`src/rtl/tft_spi_pkg.sv`:
```
// Shared types for the ST7789 SPI feeder: FIFO entry layout and FSM states.
package tft_spi_pkg;

  localparam int ENTRY_W = 10;

  typedef enum logic [1:0] {
    KIND_CMD   = 2'b00,
    KIND_DATA  = 2'b01,
    KIND_DELAY = 2'b10,
    KIND_RSVD  = 2'b11
  } entry_kind_t;

  typedef struct packed {
    entry_kind_t kind;
    logic [7:0]  payload;
  } entry_t;

  typedef enum logic [2:0] {
    IDLE      = 3'd0,
    START     = 3'd1,
    WAIT_DONE = 3'd2,
    WAIT_LOW  = 3'd3,
    DELAY     = 3'd4
  } state_t;

  function automatic logic kind_is_xfer(input entry_kind_t k);
    return (k == KIND_CMD) || (k == KIND_DATA);
  endfunction

endpackage

```
`src/rtl/tft_spi_feeder_if.sv`:
```
// CPU write port, status flags and spi_master/TFT pins of the feeder.
interface tft_spi_feeder_if
  import tft_spi_pkg::*;
#(
  parameter int DEPTH = 16
);
  logic                     WR_EN;
  logic [ENTRY_W-1:0]       WR_DATA;
  logic                     FULL;
  logic                     EMPTY;
  logic [$clog2(DEPTH):0]   LEVEL;
  logic                     BUSY;
  logic                     OVF;
  logic                     SPI_START;
  logic [7:0]               SPI_TDATA;
  logic                     SPI_DONE;
  logic                     TFT_DC;

  modport master (
    output WR_EN, WR_DATA, SPI_DONE,
    input  FULL, EMPTY, LEVEL, BUSY, OVF, SPI_START, SPI_TDATA, TFT_DC
  );

  modport slave (
    input  WR_EN, WR_DATA, SPI_DONE,
    output FULL, EMPTY, LEVEL, BUSY, OVF, SPI_START, SPI_TDATA, TFT_DC
  );
endinterface

```
`src/rtl/tft_fifo.sv`:
```
// Synchronous first-word-fall-through FIFO; pushes while full and pops while empty are ignored.
module tft_fifo #(
  parameter int DEPTH = 16,
  parameter int WIDTH = 10
) (
  input  logic                     i_clk,
  input  logic                     i_rst,
  input  logic                     i_push,
  input  logic [WIDTH-1:0]         i_wdata,
  input  logic                     i_pop,
  output logic [WIDTH-1:0]         o_rdata,
  output logic                     o_full,
  output logic                     o_empty,
  output logic [$clog2(DEPTH):0]   o_level
);
  localparam int AW = $clog2(DEPTH);

  logic [WIDTH-1:0] r_mem [DEPTH];
  logic [AW-1:0]    r_wr_ptr;
  logic [AW-1:0]    r_rd_ptr;
  logic [AW:0]      r_level;
  logic             w_push;
  logic             w_pop;

  assign o_full  = (r_level == (AW+1)'(DEPTH));
  assign o_empty = (r_level == {(AW+1){1'b0}});
  assign o_level = r_level;
  assign o_rdata = r_mem[r_rd_ptr];
  assign w_push  = i_push && !o_full;
  assign w_pop   = i_pop && !o_empty;

  // Pointer and occupancy bookkeeping; power-of-two depth makes wrap implicit
  always_ff @(posedge i_clk) begin
    if (i_rst) begin
      r_wr_ptr <= {AW{1'b0}};
      r_rd_ptr <= {AW{1'b0}};
      r_level  <= {(AW+1){1'b0}};
    end else begin
      if (w_push) begin
        r_wr_ptr <= r_wr_ptr + AW'(1);
      end
      if (w_pop) begin
        r_rd_ptr <= r_rd_ptr + AW'(1);
      end
      case ({w_push, w_pop})
        2'b10:   r_level <= r_level + (AW+1)'(1);
        2'b01:   r_level <= r_level - (AW+1)'(1);
        default: r_level <= r_level;
      endcase
    end
  end

  // Entry storage
  always_ff @(posedge i_clk) begin
    if (w_push) begin
      r_mem[r_wr_ptr] <= i_wdata;
    end
  end

endmodule

```
`src/rtl/tft_spi_feeder.sv`:
```
// Drains tagged bytes from a FIFO into spi_master, driving ST7789 D/C per entry.
// Build option TFT_DELAY_CMD_EN turns kind-10 entries into millisecond waits.
module tft_spi_feeder
  import tft_spi_pkg::*;
#(
  parameter int DEPTH      = 16,
  parameter int CLK_PER_MS = 50000
) (
  input  logic             CLK,
  input  logic             RST,
  tft_spi_feeder_if.slave  bus
);
  localparam int LVL_W = $clog2(DEPTH) + 1;

  logic               w_pop;
  logic               w_full;
  logic               w_empty;
  logic [LVL_W-1:0]   w_level;
  logic [ENTRY_W-1:0] w_rdata;
  entry_t             w_head;
  logic               w_load_out;
  state_t             r_state;
  state_t             w_next_state;
  logic               r_spi_start;
  logic [7:0]         r_tdata;
  logic               r_dc;
  logic               r_ovf;

  tft_fifo #(
    .DEPTH (DEPTH),
    .WIDTH (ENTRY_W)
  ) u_fifo (
    .i_clk   (CLK),
    .i_rst   (RST),
    .i_push  (bus.WR_EN),
    .i_wdata (bus.WR_DATA),
    .i_pop   (w_pop),
    .o_rdata (w_rdata),
    .o_full  (w_full),
    .o_empty (w_empty),
    .o_level (w_level)
  );

  assign w_head = entry_t'(w_rdata);

`ifdef TFT_DELAY_CMD_EN
  localparam int DLY_W = $clog2(255 * CLK_PER_MS + 1);
  logic             w_load_dly;
  logic [DLY_W-1:0] r_dly_cnt;
`endif

  // Next-state and pop decision
  always_comb begin
    w_next_state = r_state;
    w_pop        = 1'b0;
    w_load_out   = 1'b0;
`ifdef TFT_DELAY_CMD_EN
    w_load_dly   = 1'b0;
`endif
    case (r_state)
      IDLE: begin
        if (!w_empty) begin
          w_pop = 1'b1;
          if (kind_is_xfer(w_head.kind)) begin
            w_load_out   = 1'b1;
            w_next_state = START;
`ifdef TFT_DELAY_CMD_EN
          end else if (w_head.kind == KIND_DELAY) begin
            w_load_dly   = 1'b1;
            w_next_state = DELAY;
`endif
          end else begin
            w_next_state = IDLE;
          end
        end else begin
          w_next_state = IDLE;
        end
      end
      START:     w_next_state = WAIT_DONE;
      WAIT_DONE: begin
        if (bus.SPI_DONE) begin
          w_next_state = WAIT_LOW;
        end else begin
          w_next_state = WAIT_DONE;
        end
      end
      // A done level left high must fall before the next entry may start
      WAIT_LOW: begin
        if (!bus.SPI_DONE) begin
          w_next_state = IDLE;
        end else begin
          w_next_state = WAIT_LOW;
        end
      end
`ifdef TFT_DELAY_CMD_EN
      DELAY: begin
        if (r_dly_cnt <= DLY_W'(1)) begin
          w_next_state = IDLE;
        end else begin
          w_next_state = DELAY;
        end
      end
`endif
      default: w_next_state = IDLE;
    endcase
  end

  // State, start pulse, latched pin values and sticky overflow
  always_ff @(posedge CLK) begin
    if (RST) begin
      r_state     <= IDLE;
      r_spi_start <= 1'b0;
      r_tdata     <= 8'h00;
      r_dc        <= 1'b1;
      r_ovf       <= 1'b0;
    end else begin
      r_state     <= w_next_state;
      // Pulse trails START by a cycle so D/C and TDATA have a full cycle of setup
      r_spi_start <= (r_state == START);
      if (w_load_out) begin
        r_tdata <= w_head.payload;
        r_dc    <= (w_head.kind == KIND_DATA);
      end
      if (bus.WR_EN && w_full) begin
        r_ovf <= 1'b1;
      end
    end
  end

`ifdef TFT_DELAY_CMD_EN
  // Millisecond wait counter
  always_ff @(posedge CLK) begin
    if (RST) begin
      r_dly_cnt <= {DLY_W{1'b0}};
    end else if (w_load_dly) begin
      r_dly_cnt <= DLY_W'(w_head.payload) * DLY_W'(CLK_PER_MS);
    end else if ((r_state == DELAY) && (r_dly_cnt != {DLY_W{1'b0}})) begin
      r_dly_cnt <= r_dly_cnt - DLY_W'(1);
    end else begin
      r_dly_cnt <= r_dly_cnt;
    end
  end
`endif

  assign bus.FULL      = w_full;
  assign bus.EMPTY     = w_empty;
  assign bus.LEVEL     = w_level;
  assign bus.BUSY      = !w_empty || (r_state != IDLE);
  assign bus.OVF       = r_ovf;
  assign bus.SPI_START = r_spi_start;
  assign bus.SPI_TDATA = r_tdata;
  assign bus.TFT_DC    = r_dc;

endmodule

```
`src/flat_wrapper.sv`:
```
// flat-port wrapper written by rule: the top's interface ports become plain ports
module tft_spi_feeder_flat import tft_spi_pkg::*;
#(
  parameter int DEPTH      = 16,
  parameter int CLK_PER_MS = 50000
)
  (CLK, RST, bus_WR_EN, bus_WR_DATA, bus_SPI_DONE, bus_FULL, bus_EMPTY, bus_LEVEL, bus_BUSY, bus_OVF, bus_SPI_START, bus_SPI_TDATA, bus_TFT_DC);
  tft_spi_feeder_if #(.DEPTH(DEPTH)) bus_i ();
  input  logic CLK;
  input  logic RST;
  input wire logic [$bits(bus_i.WR_EN)-1:0] bus_WR_EN;
  input wire logic [$bits(bus_i.WR_DATA)-1:0] bus_WR_DATA;
  input wire logic [$bits(bus_i.SPI_DONE)-1:0] bus_SPI_DONE;
  output wire logic [$bits(bus_i.FULL)-1:0] bus_FULL;
  output wire logic [$bits(bus_i.EMPTY)-1:0] bus_EMPTY;
  output wire logic [$bits(bus_i.LEVEL)-1:0] bus_LEVEL;
  output wire logic [$bits(bus_i.BUSY)-1:0] bus_BUSY;
  output wire logic [$bits(bus_i.OVF)-1:0] bus_OVF;
  output wire logic [$bits(bus_i.SPI_START)-1:0] bus_SPI_START;
  output wire logic [$bits(bus_i.SPI_TDATA)-1:0] bus_SPI_TDATA;
  output wire logic [$bits(bus_i.TFT_DC)-1:0] bus_TFT_DC;
  assign bus_i.WR_EN = bus_WR_EN;
  assign bus_i.WR_DATA = bus_WR_DATA;
  assign bus_i.SPI_DONE = bus_SPI_DONE;
  assign bus_FULL = bus_i.FULL;
  assign bus_EMPTY = bus_i.EMPTY;
  assign bus_LEVEL = bus_i.LEVEL;
  assign bus_BUSY = bus_i.BUSY;
  assign bus_OVF = bus_i.OVF;
  assign bus_SPI_START = bus_i.SPI_START;
  assign bus_SPI_TDATA = bus_i.SPI_TDATA;
  assign bus_TFT_DC = bus_i.TFT_DC;
  tft_spi_feeder #(.DEPTH(DEPTH), .CLK_PER_MS(CLK_PER_MS)) u_core (.CLK(CLK), .RST(RST), .bus(bus_i));
endmodule
```
`config.mk`:
```
export PLATFORM = sky130hd
export DESIGN_NAME = tft_spi_feeder_flat
export DESIGN_NICKNAME = d
export VERILOG_FILES = /design/src/rtl/tft_spi_pkg.sv /design/src/rtl/tft_spi_feeder_if.sv /design/src/rtl/tft_fifo.sv /design/src/rtl/tft_spi_feeder.sv /design/src/flat_wrapper.sv
export SDC_FILE = /design/constraint.sdc
export NUM_CORES = 1
export LEC_CHECK = 0
export CORE_MARGIN = 2
export CORE_UTILIZATION = 30
export CTS_CLUSTER_SIZE = 8
export DETAILED_ROUTE_END_ITERATION = 6
export SLEW_MARGIN = 20
export SYNTH_ARGS = -nofsm -noshare
export SYNTH_HDL_FRONTEND = slang
export SYNTH_HIERARCHICAL = 1
export SYNTH_SLANG_ARGS = --single-unit
```
`constraint.sdc`:
```
create_clock -name CLK -period 6.6 [get_ports CLK]
set_input_delay 0.66 -clock CLK [delete_from_list [all_inputs] [get_ports CLK]]
set_output_delay 0.66 -clock CLK [all_outputs]
set_load 0.01 [all_outputs]
```
==> parameters.txt <==
Parameter                              Value

Routing
  Wirelength, routed    15140 um
  Via/cell ratio    4.812
  Routed vias    a little under 4000
  Avg WL per Cell    approximately 19 um
  Number of DRC markers in iteration 0    212
  Detailed-routing iteration count for the pre-antenna-repair pass    4
  Remaining routing DRC violations    0
  Detail Route Antenna Nets    0

Layout
  Count of filler cells inserted in the layout    2339
  Share of layout cells above drive strength 1    between 20% and 30%
  Layout-stage area growth over the synthesis result    17.02%
  Leading cell types in the layout, fill and taps excluded    sky130_fd_sc_hd__edfxtp_1 (160), sky130_fd_sc_hd__mux4_2 (40), sky130_fd_sc_hd__clkdlybuf4s50_1 (32), sky130_fd_sc_hd__dfxtp_1 (28), sky130_fd_sc_hd__nor2_1 (24)
  Area taken by flip-flops and latches    5408 sq um
  Most common cell after layout, fill and taps aside    sky130_fd_sc_hd__edfxtp_1
  Area used by multi-input combinational logic    2093 sq um
  Final nets    489
  Ant. Diodes    0

Global route
  Antenna violations before repair    0
  Overall routing resource usage    between 10% and 20%
  Via count of the first global-routing pass    4060
  Maximum number of pins on one net before global-route repair    42
  Grt ovf    0
  Wire length of the first global-routing pass    23290 um

Critical path
  Delay of the slowest critical-path stage    0.62 ns
  Reg-to-reg startpoint    u_core/u_fifo/o_level[2]
  FF-to-FF setup slack    3.30 ns
  Dominant cell type by count on the critical path    sky130_fd_sc_hd__ha_1
  Required @ worst endpoint    6.90 ns
  Master of the slowest instance on the critical path    sky130_fd_sc_hd__or4_4
  CP Launch Point    u_core/u_fifo/o_level[2]
  Highest fanout seen on the critical path    13
  Critical Path End Type    flop
  Worst Path Arrival    3.60 ns
  Critical Setup Path Class    reg2reg
  Crit path launch type    flop
  Worst path cell trace    or4_4, nor2_1, nor3_1, o21ai_4, inv_1, ha_1, xor2_1, ha_1, o31ai_1, o22ai_1, nand4bb_1

CTS
  TritonCTS clock tree    yes
  Number of buffers added to fix hold violations after cts    0
  Clock tree root driver cell    sky130_fd_sc_hd__clkbuf_16
  Clk slew on worst S/H paths    0.06 ns
  Total CTS buffers    17
  Buffer count from post-CTS setup fixing    0
  Bufs on Longest Clock Path    2
  Insertion delay of the later-clocked pin in the worst-skew pair    0.43 ns
  Gates resized, CTS repair    0
  Total number of clock tree sinks    190
  H-tree depth reported by CTS    4

Timing
  Unrepaired setup endpoints after global routing    no
  Final count of hold timing violations    0
  Shortest clock period the worst path allows after layout    about 3.3 ns
  Clock tree skew after final layout    0.005755 ns
  Count of final max-slew check failures    0
  Setup TNS    0 ns
  Highest achievable clock rate    303.1 MHz
  Final setup violation count    0
  Part of the cycle the worst path needs    49.99%
  Worst slew margin relative to its limit    24.06%
  Slew at the pin with the worst max-slew slack    approximately 1.1 ns

Die
  Core region area    25040 sq um
  Starting utilization of the core area    30.41%
  Vertical die dimension    163.3 um
  Die width    163.3 um
  Total Die Area    roughly 27000 sq um
  Count of standard-cell rows    58
  IO Count    33

Status
  Run status    finished, final reports clean

Synth
  Fraction of post-synthesis cell area in the top cell type by area    between 60 and 70%
  Async S/R FF share, synth    0%
  Syn nets    455
  Synthesized area divided by synthesized cell count    around 18 sq um
  Netlist area before placement    7615 sq um
  Post-synth EDFFs    160
  Count of distinct cell types in the synthesized netlist    53
  Library cell occupying the most area in the post-synthesis netlist    sky130_fd_sc_hd__edfxtp_1
  Gate Count Post-Synth    433
  Top area cells in the synthesized netlist    sky130_fd_sc_hd__edfxtp_1 (63%), sky130_fd_sc_hd__mux4_2 (12%), sky130_fd_sc_hd__dfxtp_1 (7.9%)
  Post-synthesis sequential area ratio    just over 70%
  Dominant synthesized flop cell    sky130_fd_sc_hd__edfxtp_1
  Flip-flop and latch count after synthesis    190
  Synth warn    6

Placement
  Placer's final routability congestion estimate    approximately 0.74
  DP HPWL    9630 um
  Quantity of I/O buffers inserted on ports    32

Power and ir drop
  Peak supply drop    approximately 190 uV
  Ratio of total power to cell area    between 300 and 400 nW/um^2
  Total Power Consumption    3.142 mW
  Leakage power total    between 2 and 3 nW

Hold path
  Worst hold path type    reg2reg
  Startpoint of the lowest-slack hold path    u_core/bus.OVF

Run
  Max_cap viols    0
where the power goes:
part / internal [mW] / switching [mW]
sequential: 1.38 / 0.0745
clock: 0.580 / 0.419
combinational: 0.341 / 0.349
total: 2.30 / 0.842
per-layer routing:
| metal | vias up | global-route usage, % | share of wire (%) |
|---|---|---|---|
| met5 | - | 0 | 0 |
| met4 | 0 | 4.103 | 1.6 |
| met3 | 21 | 2.616 | 2.7 |
| met2 | 51 | 20.33 | 51 |
| met1 | 2052 | 15.03 | 45 |
| li1 | 1774 | - | - |
final timing paths:
path	to	cells after the start
worst max-delay path	u_core/u_fifo/o_level[4]	11
worst min-delay path	u_core/bus.OVF	2
worst max register to register	u_core/u_fifo/o_level[4]	11
worst min register to register	u_core/bus.OVF	2
cells in the mapped netlist, types with 2 or more instances:
master                      count
sky130_fd_sc_hd__or4_1          2
sky130_fd_sc_hd__ha_1           8
sky130_fd_sc_hd__nand2_1       20
sky130_fd_sc_hd__mux4_2        40
sky130_fd_sc_hd__buf_2          5
sky130_fd_sc_hd__dfxtp_1       30
sky130_fd_sc_hd__nand2b_1      18
sky130_fd_sc_hd__buf_6          2
sky130_fd_sc_hd__o2111ai_1      2
sky130_fd_sc_hd__nor3_1         9
sky130_fd_sc_hd__nor2_1        32
sky130_fd_sc_hd__nor4_1         2
sky130_fd_sc_hd__a21o_1         2
sky130_fd_sc_hd__a21oi_1        2
sky130_fd_sc_hd__a22oi_1       20
sky130_fd_sc_hd__nor2b_1        4
sky130_fd_sc_hd__and2_1         2
sky130_fd_sc_hd__clkbuf_1      13
sky130_fd_sc_hd__mux2i_1       12
sky130_fd_sc_hd__o21a_1         2
sky130_fd_sc_hd__nand3b_1       2
sky130_fd_sc_hd__buf_1          3
sky130_fd_sc_hd__nand3_1        2
sky130_fd_sc_hd__xor2_1         6
sky130_fd_sc_hd__inv_1          5
sky130_fd_sc_hd__and3_1         2
sky130_fd_sc_hd__edfxtp_1     160
worst max-delay path, delay by kind of cell (launching register included):
kind                       cells  cell delay (ns)
AOI/OAI and AO/OA              3             0.62
xor gates and xnor gates       1             0.20
buffers and inverters          1             0.07
and+or+nand+nor                4             1.29
DFF                            1             0.42
adders and majority gates      2             0.59
logic make-up (layout without fill, tap and decap cells):
| group | count (synthesis) | after routing | synth area share, % |
|---|---|---|---|
| buffers and inverters | 31 | 78 | 1.873 |
| AO/OA/AOI/OAI | 43 | 43 | 4.749 |
| flip-flops | 190 | 190 | 70.98 |
| XOR/XNOR | 7 | 7 | 0.8051 |
| AND/OR/NAND/NOR | 102 | 102 | 6.868 |
| multiplexers | 52 | 52 | 13.41 |
| adder cells (fa/ha/maj) | 8 | 8 | 1.315 |
registers in the layout, summed over array words and instances (netlist names), named ones only:
register / cells
u_core/u_fifo/o_level: 5
u_core/u_fifo/r_rd_ptr: 4
u_core/u_fifo/r_mem: 160
u_core/bus.TFT_DC: 1
u_core/bus.SPI_START: 1
u_core/bus.SPI_TDATA: 8
u_core/u_fifo/r_wr_ptr: 4
u_core/r_state: 2
u_core/bus.OVF: 1
final cells by class:
class                   count  share of cell area [%]
clock buffers              25                   6.164
inverters                   6                  0.2527
clock inverters             7                  0.5055
flip-flops and latches    190                   60.69
well taps                 330                   4.634
repair buffers             40                   4.268
multi-input cells         212                   23.49
stage by stage:
step / cells / hold slack, ns / worst slack (ns) / area, sq um / utilization, %
3_3_place_gp: 778 / 0.4492 / 3.407 / 8297 / 33.14
3_5_place_dp: 778 / 0.4617 / 3.333 / 8297 / 33.14
6_report: 810 / 0.4712 / 3.300 / 8911 / 35.59
5_1_grt: 810 / 0.5085 / 3.015 / 8911 / 35.59
2_1_floorplan: 433 / 0.4901 / 3.431 / 7615 / -
4_1_cts: 810 / 0.4785 / 3.321 / 8891 / 35.51
Note: power is estimated with default switching activity, not from simulation.
